<file path="src/rtl/ripple_count_sampler.sv">
// -----------------------------------------------------------------------------
// ripple_count_sampler
//
// Consumer stage for an asynchronous ripple counter. The raw count is brought
// into the clk domain and filtered so that codes seen while the counter is
// mid-ripple are never accepted. Each accepted change becomes a modulo-2^CNT_W
// increment that is accumulated into a wide saturating total. A sticky flag
// reports when the total reaches a programmable threshold.
//
// Ports:
//   clk          system clock; all state updates on its rising edge
//   rst          synchronous, active-high reset
//   cnt_in       raw ripple counter value, asynchronous to clk
//   enable       1 = add accepted increments to total; 0 = drop them
//   clear        synchronous clear of total, overflow and thresh_hit
//   threshold    compare value for thresh_hit; 0 disables the flag
//   delta        last accepted increment
//   delta_valid  one-cycle pulse when delta (and possibly total) updates
//   total        saturating accumulated count
//   overflow     sticky; total has saturated
//   thresh_hit   sticky; total >= threshold
//   baseline_ok  high once the first stable value has been captured
// -----------------------------------------------------------------------------
module ripple_count_sampler #(
    parameter int CNT_W         = 4,
    parameter int ACC_W         = 16,
    parameter int STABLE_CYCLES = 2
) (
    input  logic             clk,
    input  logic             rst,
    input  logic [CNT_W-1:0] cnt_in,
    input  logic             enable,
    input  logic             clear,
    input  logic [ACC_W-1:0] threshold,
    output logic [CNT_W-1:0] delta,
    output logic             delta_valid,
    output logic [ACC_W-1:0] total,
    output logic             overflow,
    output logic             thresh_hit,
    output logic             baseline_ok
);

    localparam int               RUN_W     = $clog2(STABLE_CYCLES + 1);
    localparam logic [RUN_W-1:0] RUN_MAX   = RUN_W'(STABLE_CYCLES);
    localparam logic [RUN_W-1:0] RUN_NEED  = RUN_W'(STABLE_CYCLES - 1);
    localparam logic [ACC_W-1:0] TOTAL_MAX = '1;

    typedef enum logic {
        INIT = 1'b0,
        RUN  = 1'b1
    } state_t;

    state_t           state_q, state_d;
    logic [CNT_W-1:0] s1, s2, s3;
    logic [RUN_W-1:0] run_len;
    logic [CNT_W-1:0] last_val;

    logic             stable;
    logic             capture;
    logic             accept;
    logic [CNT_W-1:0] delta_d;
    logic [ACC_W:0]   sum_w;
    logic [ACC_W-1:0] total_d;
    logic             overflow_d;
    logic             thresh_d;

    // s1 may go metastable, so only s2/s3 are looked at. A code is trusted
    // once s2 has matched s3 for enough consecutive cycles.
    assign stable = (s2 == s3) && (run_len >= RUN_NEED);

    // ------------------------------------------------------------------
    // State register
    // ------------------------------------------------------------------
    always_ff @(posedge clk) begin
        if (rst) begin
            state_q <= INIT;
        end else begin
            state_q <= state_d;
        end
    end

    // ------------------------------------------------------------------
    // Next-state logic
    // ------------------------------------------------------------------
    // NOTE: every signal driven here gets a default first, so no path can
    // leave it unassigned and infer a latch.
    always_comb begin
        state_d = state_q;
        capture = 1'b0;
        accept  = 1'b0;
        unique case (state_q)
            INIT: begin
                if (stable) begin
                    capture = 1'b1;
                    state_d = RUN;
                end
            end
            RUN: begin
                accept = stable && (s2 != last_val);
            end
            default: state_d = INIT;
        endcase
    end

    // ------------------------------------------------------------------
    // Accumulator next values
    // ------------------------------------------------------------------
    always_comb begin
        // Unsigned subtraction in CNT_W bits wraps naturally (14 -> 1 = 3).
        delta_d    = s2 - last_val;
        sum_w      = (ACC_W+1)'(total) + (ACC_W+1)'(delta_d);
        total_d    = total;
        overflow_d = overflow;
        if (clear) begin
            total_d    = '0;
            overflow_d = 1'b0;
        end else if (accept && enable) begin
            if (sum_w[ACC_W]) begin
                total_d    = TOTAL_MAX;
                overflow_d = 1'b1;
            end else begin
                total_d = sum_w[ACC_W-1:0];
            end
        end
        // Compared against the next total every cycle, so a threshold that is
        // lowered below an unchanged total still sets the flag.
        if (clear) begin
            thresh_d = 1'b0;
        end else begin
            thresh_d = thresh_hit || ((threshold != '0) && (total_d >= threshold));
        end
    end

    // ------------------------------------------------------------------
    // Datapath registers
    // ------------------------------------------------------------------
    // NOTE: sequential state uses non-blocking assignments so every register
    // samples the pre-edge values and the sync chain shifts by one stage.
    always_ff @(posedge clk) begin
        if (rst) begin
            s1          <= '0;
            s2          <= '0;
            s3          <= '0;
            run_len     <= '0;
            last_val    <= '0;
            delta       <= '0;
            delta_valid <= 1'b0;
            total       <= '0;
            overflow    <= 1'b0;
            thresh_hit  <= 1'b0;
            baseline_ok <= 1'b0;
        end else begin
            s1 <= cnt_in;
            s2 <= s1;
            s3 <= s2;

            if (s2 != s3) begin
                run_len <= '0;
            end else if (run_len != RUN_MAX) begin
                run_len <= run_len + 1'b1;
            end

            delta_valid <= 1'b0;
            if (capture) begin
                last_val    <= s2;
                baseline_ok <= 1'b1;
            end else if (accept) begin
                last_val    <= s2;
                delta       <= delta_d;
                delta_valid <= 1'b1;
            end

            total      <= total_d;
            overflow   <= overflow_d;
            thresh_hit <= thresh_d;
        end
    end

endmodule

</file>
<file path="config.mk">
export PLATFORM = sky130hd
export DESIGN_NAME = ripple_count_sampler
export DESIGN_NICKNAME = d
export VERILOG_FILES = /design/src/rtl/ripple_count_sampler.sv
export SDC_FILE = /design/constraint.sdc
export NUM_CORES = 1
export LEC_CHECK = 0
export CAP_MARGIN = 20
export CORE_MARGIN = 2
export CORE_UTILIZATION = 40
export CTS_CLUSTER_DIAMETER = 30
export DETAILED_ROUTE_END_ITERATION = 16
export DONT_BUFFER_PORTS = 1
export PLACE_DENSITY = 0.57
export SYNTH_ARGS = -nofsm -noshare
export SYNTH_HDL_FRONTEND = slang
export SYNTH_SLANG_ARGS = --single-unit
</file>
<file path="constraint.sdc">
create_clock -name clk -period 5.5 [get_ports clk]
set_clock_uncertainty 0.05 [all_clocks]
set_input_delay 1.1 -clock clk [delete_from_list [all_inputs] [get_ports clk]]
set_output_delay 1.1 -clock clk [all_outputs]
set_load 0.01 [all_outputs]
</file>
==> parameters.txt, run 1 <==
Parameter                              Value

Cells and area
  Number of inserted filler cells in the final layout ... between 600 and 700
  Ant diodes ... 0
  Share of post-route cells with drive strength above 1 ... 6.271%
  Number of standard cells in the layout, taps in and fillers out ... between 300 and 400
  Most frequent standard cell in the layout excluding fill and tap cells ... sky130_fd_sc_hd__dfxtp_1
  Final design utilization ... 43.47%
  Layout overhead on the synthesized area ... 4.649%
  Commonest non-fill, non-tap cells in the layout ... 43 x sky130_fd_sc_hd__dfxtp_1, 34 x sky130_fd_sc_hd__nor2_1, 30 x sky130_fd_sc_hd__inv_1, 25 x sky130_fd_sc_hd__ha_1, 15 x sky130_fd_sc_hd__nor3_1
  Layout net count ... approximately 350

Routing
  Count of routing violations after the opening detailed-route iteration ... just over 100
  Residual DRC ... 0
  Routed len/inst ... between 15 and 20 µm
  Post-detailed-route count of antenna-violating nets ... 0
  First-pass DRT Iterations ... 4
  Via-to-Cell Ratio ... between 5 and 6
  Total Routed Length ... approximately 6000 µm
  Total via count after detailed routing ... 2178

Placement
  Placed insts ... 373
  Count of buffers inserted at the top-level ports ... 0
  Post-DP HPWL ... between 4000 and 5000 µm
  Final Wtd Congestion ... around 0.84
  Post-placement setup slack ... 1.052 ns

Setup path
  Delay of the slowest cell on the worst path ... approximately 0.71 ns
  CP Max Fanout ... 10
  Kind of end point of the critical path ... register
  Most common cell type on the critical path ... sky130_fd_sc_hd__ha_1
  WP data arrival ... between 4 and 5 ns
  Worst endpoint required time ... ~5.6 ns
  Sequence of cells on the critical path ... ha_1 > nor2b_1 > o21ai_0 > nand3_1 > and2_1 > ha_1 > o211ai_4 > or4_1 > nand2_1 > o221ai_1 > ha_1 > nand2b_1 > a2111oi_0 > o21ai_0 > nand2_1 > a31oi_1
  Critical path class ... reg2reg
  Buffers and inverters on the worst path ... 0
  CP max stage cell ... sky130_fd_sc_hd__or4_1
  Startpoint type of the worst setup path ... register
  Kind of cell adding the most delay to the critical path ... simple AND/OR/NAND/NOR gates

Timing
  Total Neg Setup Slack ... 0 ns
  Pins Over Slew Limit ... 0
  Worst-case headroom to the max-slew limit ... 35.02%
  Actual slew at the worst max-slew pin ... between 0.9 and 1 ns
  Final Hold Violating Endpoints ... 0
  Final clock period utilization by the worst path ... 81.33%
  Highest attainable clock frequency ... 0.2236 GHz
  Time the final worst path needs with I/O delays and setup ... ~4.5 ns
  Setup repair after global routing missed its margin ... no
  Count of final setup violators ... 0
  Final Worst Setup Slack ... about 1.0 ns

Synth
  Most used flip-flop cell after synthesis ... sky130_fd_sc_hd__dfxtp_1
  Cell Area, Synth ... 2638 µm²
  Synth cell types ... between 50 and 60
  Post-synthesis async set-or-reset flop share ... 0%
  Number of synthesized flops with an enable pin ... 0
  Number of synthesized register bits ... 43
  Avg Synthesized Cell Area ... 8.508 µm²
  Portion of the post-synthesis area used by sequential elements ... around a third
  Warnings from Yosys ... 0
  Post-synth net total ... around 360
  Post-synthesis instance total ... slightly above 300

Floorplan
  DIE WIDTH ... ~85 µm
  Initial Util ... just over 40%
  Vertical die dimension ... between 80 and 90 µm
  Std-Cell Rows ... 29
  Number of I/O pins ... between 40 and 50
  Die outline area ... about 7300 µm²
  Core box area ... approximately 6300 µm²

CTS
  Hold Buf Count CTS ... 0
  Number of clock buffers inserted by TritonCTS ... 5
  Clk_lat worst skew ... approximately 0.30 ns
  Resized Gates After CTS ... 0
  Clk sinks ... 43
  CTS root buf ... sky130_fd_sc_hd__clkbuf_8
  Number of H-tree levels ... 2
  Number of post-CTS setup repair buffers ... 0
  Clock tree from TritonCTS ... done
  Number of buffers on the longest clock path ... 2
  Clock-pin slew of the registers on the worst-case setup and hold paths ... roughly 0.08 ns

Power
  Proportion of power drawn by combinational gates ... a little over a tenth
  Leakage dissipation ... about 1.1 nW
  Sequential Power Share ... between 50 and 60%
  Sw Pwr ... about 0.15 mW
  VDD IR-drop max ... approximately 110 µV
  Net switching fraction of the power ... approximately a quarter
  Power share of the clock group ... about a third
  Total internal power ... 0.4420 mW
  Power per Cell Area ... roughly 210 nW/µm²

Outcome
  Run status ... finished clean

GRT
  Initial antenna violation count ... 0
  Remaining Overflow, GRT ... 0
  Via count of the first global-routing pass ... ~2100
  Gr usage total ... 17.42%
  Largest net degree at the start of global routing ... 28
  Global-route wire length before repair ... 10130 µm

Run
  Max-cap viol count ... 0

Hold path
  Type of the worst min-delay path ... reg2reg
flip-flops by register name, summed over array words and instances (netlist names):
signal	cells
baseline_ok	1
delta	4
delta_valid	1
last_val	4
overflow	1
run_len	2
s1	4
s2	4
s3	4
state_q	1
thresh_hit	1
total	16
cell type report:
type	instances	area (µm²)	area share [%]
multi-input cells	223	1603	58.07
clock inverters	1	5.005	0.1813
flip-flops and latches	43	860.8	31.19
clock buffers	6	82.58	2.992
well taps	77	96.34	3.490
inverters	30	112.6	4.080
synthesized netlist by cell type, types with 2 or more instances:
| library cell | count | share of area [%] |
|---|---|---|
| sky130_fd_sc_hd__a21o_1 | 5 | 1.4 |
| sky130_fd_sc_hd__nor3_1 | 15 | 2.8 |
| sky130_fd_sc_hd__a41o_1 | 4 | 1.5 |
| sky130_fd_sc_hd__xor2_1 | 3 | 1.0 |
| sky130_fd_sc_hd__a211oi_1 | 5 | 1.4 |
| sky130_fd_sc_hd__nand3_1 | 12 | 2.3 |
| sky130_fd_sc_hd__inv_1 | 30 | 4.3 |
| sky130_fd_sc_hd__nand2_1 | 11 | 1.6 |
| sky130_fd_sc_hd__or2_2 | 2 | 0.47 |
| sky130_fd_sc_hd__clkbuf_1 | 8 | 1.1 |
| sky130_fd_sc_hd__nor2b_1 | 13 | 3.1 |
| sky130_fd_sc_hd__o211ai_1 | 2 | 0.57 |
| sky130_fd_sc_hd__and3_1 | 2 | 0.47 |
| sky130_fd_sc_hd__dfxtp_1 | 43 | 33 |
| sky130_fd_sc_hd__and4bb_2 | 2 | 0.95 |
| sky130_fd_sc_hd__xnor2_1 | 5 | 1.7 |
| sky130_fd_sc_hd__a31oi_1 | 2 | 0.47 |
| sky130_fd_sc_hd__nand2b_1 | 3 | 0.71 |
| sky130_fd_sc_hd__o41ai_1 | 3 | 1.0 |
| sky130_fd_sc_hd__and2_1 | 2 | 0.47 |
| sky130_fd_sc_hd__ha_1 | 25 | 12 |
| sky130_fd_sc_hd__fa_1 | 2 | 1.5 |
| sky130_fd_sc_hd__a21oi_1 | 14 | 2.7 |
| sky130_fd_sc_hd__nor2_1 | 34 | 4.8 |
| sky130_fd_sc_hd__nor4_1 | 8 | 1.9 |
| sky130_fd_sc_hd__o221a_2 | 3 | 1.3 |
| sky130_fd_sc_hd__a311oi_1 | 2 | 0.66 |
| sky130_fd_sc_hd__a2111oi_0 | 2 | 0.66 |
| sky130_fd_sc_hd__nand4_1 | 6 | 1.4 |
| sky130_fd_sc_hd__mux2i_1 | 9 | 3.4 |
| sky130_fd_sc_hd__nor3b_1 | 2 | 0.57 |
| sky130_fd_sc_hd__o21ai_0 | 9 | 1.7 |
| sky130_fd_sc_hd__or4_1 | 2 | 0.57 |
| sky130_fd_sc_hd__buf_2 | 3 | 0.57 |
worst paths after layout:
| check | slack, ns | cells after the start | to | start |
|---|---|---|---|---|
| min | 0.40 | 1 | s2[2] | s1[2] |
| min reg2reg | 0.40 | 1 | s2[2] | s1[2] |
| max reg2reg | 1.03 | 16 | thresh_hit | s2[1] |
| max | 1.03 | 16 | thresh_hit | s2[1] |
power groups by stage:
| stage | clock [mW] | sequential (mW) | combinational, mW |
|---|---|---|---|
| detailed placement | 0 | 0.332 | 0.0615 |
| global placement | 0 | 0.332 | 0.0609 |
| floorplan | 0 | 0.331 | 0.0550 |
| CTS | 0.214 | 0.325 | 0.0620 |
| finish | 0.207 | 0.325 | 0.0614 |
| global route | 0.225 | 0.326 | 0.0708 |
routing by layer:
layer	GRT usage, %	routed length, µm	part of all wire [%]
met5	0	0	0
met4	4.762	64	1.1
met3	4.767	331	5.6
met2	27.41	2759	46
met1	23.58	2808	47
logic make-up after synthesis:
group                      count (synthesis)  share of synthesized area, %
and+or+nand+nor                          118                         23.34
AOI/OAI and AO/OA                         60                         17.36
buffers and inverters                     44                         6.594
DFF                                       43                         32.64
adders and majority gates                 27                         13.38
xor gates and xnor gates                   9                         3.274
muxes                                      9                         3.416
per-stage QoR:
step | total power [mW] | cell area, µm² | hold WS (ns)
2_1_floorplan | 0.3857 | 2638 | 0.3638
3_3_place_gp | 0.3926 | 2673 | 0.3770
3_5_place_dp | 0.3935 | 2673 | 0.3830
4_1_cts | 0.6011 | 2760 | 0.4002
5_1_grt | 0.6218 | 2760 | 0.4115
6_report | 0.5925 | 2760 | 0.3966
worst reg2reg max path, cell delays in order, from the launching register on:
cell and delay, ns:
sky130_fd_sc_hd__dfxtp_1 0.45, sky130_fd_sc_hd__ha_1 0.28, sky130_fd_sc_hd__nor2b_1 0.13, sky130_fd_sc_hd__o21ai_0 0.23, sky130_fd_sc_hd__nand3_1 0.14, sky130_fd_sc_hd__and2_1 0.18, sky130_fd_sc_hd__ha_1 0.40, sky130_fd_sc_hd__o211ai_4 0.17
sky130_fd_sc_hd__or4_1 0.71, sky130_fd_sc_hd__nand2_1 0.21, sky130_fd_sc_hd__o221ai_1 0.15, sky130_fd_sc_hd__ha_1 0.30, sky130_fd_sc_hd__nand2b_1 0.13, sky130_fd_sc_hd__a2111oi_0 0.53, sky130_fd_sc_hd__o21ai_0 0.17, sky130_fd_sc_hd__nand2_1 0.08
sky130_fd_sc_hd__a31oi_1 0.07
Note: power is estimated with default switching activity, not from simulation.
==> run 2, diff against run 1 <==
--- a/config.mk
+++ b/config.mk
@@ -11,7 +11,7 @@
 export CTS_CLUSTER_DIAMETER = 30
 export DETAILED_ROUTE_END_ITERATION = 16
 export DONT_BUFFER_PORTS = 1
-export PLACE_DENSITY = 0.57
+export PLACE_DENSITY = 0.59
 export SYNTH_ARGS = -nofsm -noshare
 export SYNTH_HDL_FRONTEND = slang
 export SYNTH_SLANG_ARGS = --single-unit
==> constraint.sdc (replaced) <==
create_clock -name clk -period 3.85 [get_ports clk]
set_clock_uncertainty 0.05 [all_clocks]
set_input_delay 0.77 -clock clk [delete_from_list [all_inputs] [get_ports clk]]
set_output_delay 0.77 -clock clk [all_outputs]
set_load 0.01 [all_outputs]
==> parameters.txt, run 2 (synthesized netlist as in run 1, its figures left out) <==
Parameter                              Value

Outcome
  Run status ... finished clean

Routing
  Via-to-Cell Ratio ... 5.683 (-0.85%)
  Post-detailed-route count of antenna-violating nets ... 0 (unchanged)
  Total Routed Length ... 6944 µm (+16%)
  Total via count after detailed routing ... 2438 (+12%)
  Routed len/inst ... 16.19 µm (+3.2%)
  Residual DRC ... 0 (unchanged)
  Count of routing violations after the opening detailed-route iteration ... 81 (-21%)
  First-pass DRT Iterations ... 4 (unchanged)

Cells and area
  Most frequent standard cell in the layout excluding fill and tap cells ... sky130_fd_sc_hd__buf_4
  Register with the most flip-flops ... total
  Share of post-route cells with drive strength above 1 ... 29.26% (+23 points)
  Max reg flops ... 16 (unchanged)
  Layout overhead on the synthesized area ... 28.27%
  Commonest non-fill, non-tap cells in the layout ... 44 x sky130_fd_sc_hd__buf_4, 39 x sky130_fd_sc_hd__dfxtp_1, 33 x sky130_fd_sc_hd__nor2_1, 28 x sky130_fd_sc_hd__inv_1, 19 x sky130_fd_sc_hd__ha_1
  Ant diodes ... 0 (unchanged)
  Layout net count ... 402 (+14%)
  Final design utilization ... 53.28% (+9.8 points)

CTS
  Clock-pin slew of the registers on the worst-case setup and hold paths ... 0.09 ns (about the same)
  CTS root buf ... sky130_fd_sc_hd__clkbuf_8
  Clk_lat worst skew ... 0.30 ns (about the same)
  Number of clock buffers inserted by TritonCTS ... 5 (unchanged)
  Number of buffers on the longest clock path ... 2 (unchanged)
  Clk sinks ... 43 (unchanged)
  Number of H-tree levels ... 2 (unchanged)
  Clock tree from TritonCTS ... done

Timing
  Final clock period utilization by the worst path ... 98.91% (+18 points)
  Final Hold Violating Endpoints ... 0 (unchanged)
  Worst-case headroom to the max-slew limit ... 54.66% (+20 points)
  Actual slew at the worst max-slew pin ... 0.6749 ns (-0.2961 ns)
  Count of final setup violators ... 0 (unchanged)
  Highest attainable clock frequency ... 0.2626 GHz (+17%)
  Post-Route Hold Slack ... 0.3868 ns (-0.009763 ns)
  Pins Over Slew Limit ... 0 (unchanged)
  Time the final worst path needs with I/O delays and setup ... 3.808 ns (-0.6651 ns)
  Setup repair after global routing missed its margin ... yes

Power
  Net switching fraction of the power ... 24.31% (-1.1 points)
  Proportion of power drawn by combinational gates ... 12.5% (+2.1 points)
  Power per Cell Area ... 282.0 nW/µm² (+31%)
  Sequential Power Share ... 48.6% (-6.2 points)
  Power share of the clock group ... 38.8% (+3.9 points)
  Total internal power ... 0.7222 mW (+63%)
  Leakage dissipation ... 1.340 nW (+25%)
  VDD IR-drop max ... 164.8 µV (+55%)
  Sw Pwr ... 0.2319 mW (+54%)

Setup path
  RR Startpoint ... last_val[1]
  Kind of end point of the critical path ... register
  Critical path class ... reg2reg
  Setup crit start ... last_val[1]
  Startpoint type of the worst setup path ... register
  Worst endpoint required time ... 3.98 ns (-1.65 ns)
  CP Max Fanout ... 4 (-6)
  WP data arrival ... 3.94 ns (-0.67 ns)

Floorplan
  Vertical die dimension ... 85.20 µm (unchanged)
  Number of I/O pins ... 48 (unchanged)
  Core box area ... 6350 µm² (unchanged)
  Initial Util ... 41.54% (unchanged)
  Die outline area ... 7259 µm² (unchanged)
  Std-Cell Rows ... 29 (unchanged)
  DIE WIDTH ... 85.20 µm (unchanged)

Placement
  Count of buffers inserted at the top-level ports ... 0 (unchanged)
  Final Wtd Congestion ... 0.8449 (+1.0%)
  Post-DP HPWL ... 4882 µm (+8.1%)

Hold path
  Origin of the worst min-delay path ... s1[1]
  Type of the worst min-delay path ... reg2reg

GRT
  Largest net degree at the start of global routing ... 28 (unchanged)
  Initial antenna violation count ... 0 (unchanged)
  Remaining Overflow, GRT ... 0 (unchanged)
  Gr usage total ... 18.81% (+1.4 points)
  Via count of the first global-routing pass ... 2270 (+11%)
  Global-route wire length before repair ... 10990 µm (+8.5%)

Run
  Max-cap viol count ... 0 (unchanged)
==> run 2: cell type report <==
cell class / count / area, µm²
Clock buffer: 6 / 82.58
Fill cell: 575 / 2967
Timing Repair Buffer: 48 / 384.1
Tap cell: 77 / 96.34
Multi-Input combinational cell: 223 / 1807
Clock inverter: 2 / 35.03
Inverter: 30 / 112.6
Sequential cell: 43 / 865.8
==> run 2: routing by layer <==
layer	track usage, %	vias to the layer above	part of all wire, %
met5	0	-	0
met4	6.494	0	2.3
met3	5.350	16	6.1
met2	28.69	83	48
met1	25.54	1148	44
li1	-	1191	-
==> run 2: power by group through the flow <==
stage / clock (mW) / combinational, mW / sequential, mW
4_1_cts: 0.380 / 0.107 / 0.463
3_5_place_dp: 0 / 0.102 / 0.474
5_1_grt: 0.397 / 0.134 / 0.466
6_report: 0.371 / 0.120 / 0.464
2_1_floorplan: 0 / 0.0786 / 0.472
3_3_place_gp: 0 / 0.100 / 0.473
==> run 2: critical path, cell delays in order, from the launching register on <==
cell,delay (ns)
sky130_fd_sc_hd__dfxtp_2,0.33
sky130_fd_sc_hd__inv_1,0.09
sky130_fd_sc_hd__ha_4,0.21
sky130_fd_sc_hd__nor2b_2,0.14
sky130_fd_sc_hd__o21ai_1,0.18
sky130_fd_sc_hd__nand3_1,0.12
sky130_fd_sc_hd__and2_4,0.17
sky130_fd_sc_hd__ha_4,0.29
sky130_fd_sc_hd__nand3_2,0.08
sky130_fd_sc_hd__o211ai_1,0.29
sky130_fd_sc_hd__buf_4,0.20
sky130_fd_sc_hd__buf_4,0.11
sky130_fd_sc_hd__a21o_1,0.15
sky130_fd_sc_hd__o31ai_4,0.08
sky130_fd_sc_hd__nor3_1,0.26
sky130_fd_sc_hd__ha_1,0.31
sky130_fd_sc_hd__a21oi_1,0.17
sky130_fd_sc_hd__o21ai_0,0.10
sky130_fd_sc_hd__a21oi_1,0.17
sky130_fd_sc_hd__or2_2,0.14
sky130_fd_sc_hd__a31oi_1,0.07
==> run 2: path summary, 6_finish.rpt <==
check                                   to  slack [ns]  cells past startpoint
worst max-delay path            thresh_hit        0.04                     20
worst min-delay path                 s2[1]        0.39                      1
worst max register to register  thresh_hit        0.04                     20
worst min register to register       s2[1]        0.39                      1
==> run 2: metrics by stage <==
stage	std cells	worst slack [ns]	instance area, µm²	setup TNS (ns)	power, mW
final	429	0.04209	3383	0	0.9541
after global routing	429	-0.1298	3383	-0.1298	0.9961
after CTS	419	0.005678	3162	0	0.9506
after detailed placement	410	-0.1468	2963	-0.1468	0.5757
after global placement	410	-0.1934	2963	-0.1934	0.5737
after floorplan	310	0.02070	2638	0	0.5510
==> run 2: timing repair <==
| action | CTS | global route |
|---|---|---|
| pin swaps | 6 | 23 |
| hold buffers | 0 | 0 |
| buffers inserted | 1 | 10 |
| resized for setup | 16 | 32 |
| setup endpoints to repair | 1 | 1 |
==> RTL change: new RTL, settings of run 1 <==
Make the reset (`rst`) asynchronous in 2 clocked blocks. Comments in the files are not updated.
--- a/src/rtl/ripple_count_sampler.sv
+++ b/src/rtl/ripple_count_sampler.sv
@@ -71,7 +71,7 @@
     // ------------------------------------------------------------------
     // State register
     // ------------------------------------------------------------------
-    always_ff @(posedge clk) begin
+    always_ff @(posedge clk or posedge rst) begin
         if (rst) begin
             state_q <= INIT;
         end else begin
@@ -136,7 +136,7 @@
     // ------------------------------------------------------------------
     // NOTE: sequential state uses non-blocking assignments so every register
     // samples the pre-edge values and the sync chain shifts by one stage.
-    always_ff @(posedge clk) begin
+    always_ff @(posedge clk or posedge rst) begin
         if (rst) begin
             s1          <= '0;
             s2          <= '0;
Check against the original RTL: differs if rst is asserted again (counterexample within 4 cycles, from zero or initial values and one cycle with rst high); with rst held inactive, the same outputs for 10 cycles.
==> RTL change against run 1 <==
- setup slack improved by 0.19 ns
- routed wire length decreased by 10%
- synthesized cell count decreased by 22%
- total power increased by 8.3%
- global-route usage shrank 1.4 points
- sequential power up 6%
- cell area shrank 1.6%
- area after synthesis is 3.7% lower
- non-clock buffer count rose by 2
- sequential cell count unchanged
==> RTL change: results (changes against run 1) <==
** Placed design
- The final estimated routing congestion in global placement came to 0.750 (-10%).

** Setup path
- Crit-path max FO :: 6 (-4)
- The critical path arrival was 4.40 ns (-0.21 ns).

** Synth
- Commonest cells in the synthesized netlist :: sky130_fd_sc_hd__dfrtp_1, sky130_fd_sc_hd__inv_1, sky130_fd_sc_hd__ha_1, sky130_fd_sc_hd__a21oi_1, sky130_fd_sc_hd__nor2_1
- The sequential-to-total area share from yosys stat is 0.424 (+0.0973).
- Post-synthesis async set-or-reset flop share :: 1.00 (+1.00)
- Count of cell types in the netlist :: 52 (+2.0%)
- The most used flip-flop cell after synthesis is sky130_fd_sc_hd__dfrtp_1.
- Yosys attributes the largest share of cell area to sky130_fd_sc_hd__dfrtp_1, sky130_fd_sc_hd__ha_1, sky130_fd_sc_hd__inv_1, sky130_fd_sc_hd__a21oi_1, sky130_fd_sc_hd__nor2_1.
- Gate Count Post-Synth :: 243 (-22%)

** Power
- The worst vdd rail ir drop is 0.105 mV (-1.2%).
- The share of total power in sequential cells was 0.535 (-0.013).
- Power drawn by the sequential cells :: 0.343 mW (+6%)
- The switching power share of the total came to 0.284 (+0.0296).

** Global routing
- Wire length of the first global-routing pass :: 8.90 mm (-12%)
- Largest net degree at the start of global routing :: 44 (+57%)
- The global routing usage summed across all routing layers is 0.161 (-0.0136).
- The fraction of met1 tracks used by global routing came to 0.216 (-0.0197).
- The via count of the first global-routing pass came to 1,742 (-15%).
- The met2 routing resource usage after global routing came to 0.247 (-0.0276).

** Finish
- The fraction of final layout cells with drive strength greater than 1 is 0.129 (+0.0663).
- Count of nets after finishing :: 298 (-16%)

** Drt
- The first-pass iteration count of the detailed router was 5 (+1).
- Initial detailed-routing violation count :: 82 (-20%)
- The wire length on met3 was 380 µm (+15%).
- The average vias per placed instance was 5.54 (-3.4%).
- Routed vias :: 1,800 (-17%)
- Routed wire length on met2 :: 2.53 mm (-8.4%)
- The routed length per instance is 16.5 µm (+5.3%).

** STA
- The worst slew slack as a fraction of its limit was 0.578 (+0.228).

** Run status
- Outcome :: finished clean
-- RTL change: cell types whose count changed after synthesis, sizes merged, moves of 4 or more --
cell,delta
dfrtp,+43
a41o,-4
mux2,+5
nor2,-18
nor2b,-11
mux2i,-8
dfxtp,-43
clkbuf,-8
nand3,-6
nor3,-10
-- RTL change: worst paths after layout --
check,start,to,slack (ns),depth (start not counted)
worst min register to register,s1[3],s2[3],0.31,0
max in group asynchronous,rst,s1[2],4.27,2
min in group asynchronous,rst,run_len[0],0.76,2
worst max-delay path,s2[0],thresh_hit,1.21,16
worst min-delay path,s1[3],s2[3],0.31,0
worst max register to register,s2[0],thresh_hit,1.21,16
-- RTL change: cells by family (layout without fill, tap and decap cells) --
kind of cell	Yosys count	count (layout)	synth area share
buffers and inverters	35	40	0.0557
multiplexers	6	6	0.0261
AND/OR/NAND/NOR	67	67	0.163
flip-flops	43	43	0.424
AO/OA/AOI/OAI	55	55	0.158
XOR/XNOR	10	10	0.0345
adder cells (fa/ha/maj)	27	27	0.139
-- RTL change: worst max-delay path: stages, from the launching register on --
cell	delay [ns]
sky130_fd_sc_hd__dfrtp_1	0.42
sky130_fd_sc_hd__inv_1	0.07
sky130_fd_sc_hd__ha_1	0.14
sky130_fd_sc_hd__inv_1	0.06
sky130_fd_sc_hd__fa_1	0.38
sky130_fd_sc_hd__xor2_1	0.19
sky130_fd_sc_hd__ha_1	0.35
sky130_fd_sc_hd__a21o_1	0.14
sky130_fd_sc_hd__a21oi_1	0.16
sky130_fd_sc_hd__or4_4	0.53
sky130_fd_sc_hd__and2_4	0.21
sky130_fd_sc_hd__a221oi_2	0.35
sky130_fd_sc_hd__ha_1	0.31
sky130_fd_sc_hd__a21oi_1	0.14
sky130_fd_sc_hd__o21ai_0	0.12
sky130_fd_sc_hd__a2111oi_0	0.42
sky130_fd_sc_hd__a211oi_1	0.12
-- RTL change: cell type report --
| class | count | area (µm²) | share of cell area |
|---|---|---|---|
| Clock buffer | 5 | 68.8 | 0.0253 |
| Tap cell | 77 | 96.3 | 0.0355 |
| Clock inverter | 3 | 23.8 | 0.00876 |
| Timing Repair Buffer | 2 | 15.0 | 0.00553 |
| Multi-Input combinational cell | 165 | 1320 | 0.487 |
| Inverter | 30 | 113 | 0.0415 |
| Sequential cell | 43 | 1080 | 0.396 |
-- RTL change: through the flow --
| stage | hold WS (ns) | area, µm² |
|---|---|---|
| after floorplan | 0.281 | 2540 |
| after CTS | 0.306 | 2720 |
| after detailed placement | 0.286 | 2620 |
| final | 0.305 | 2720 |
| after global routing | 0.312 | 2720 |
| after global placement | 0.282 | 2620 |
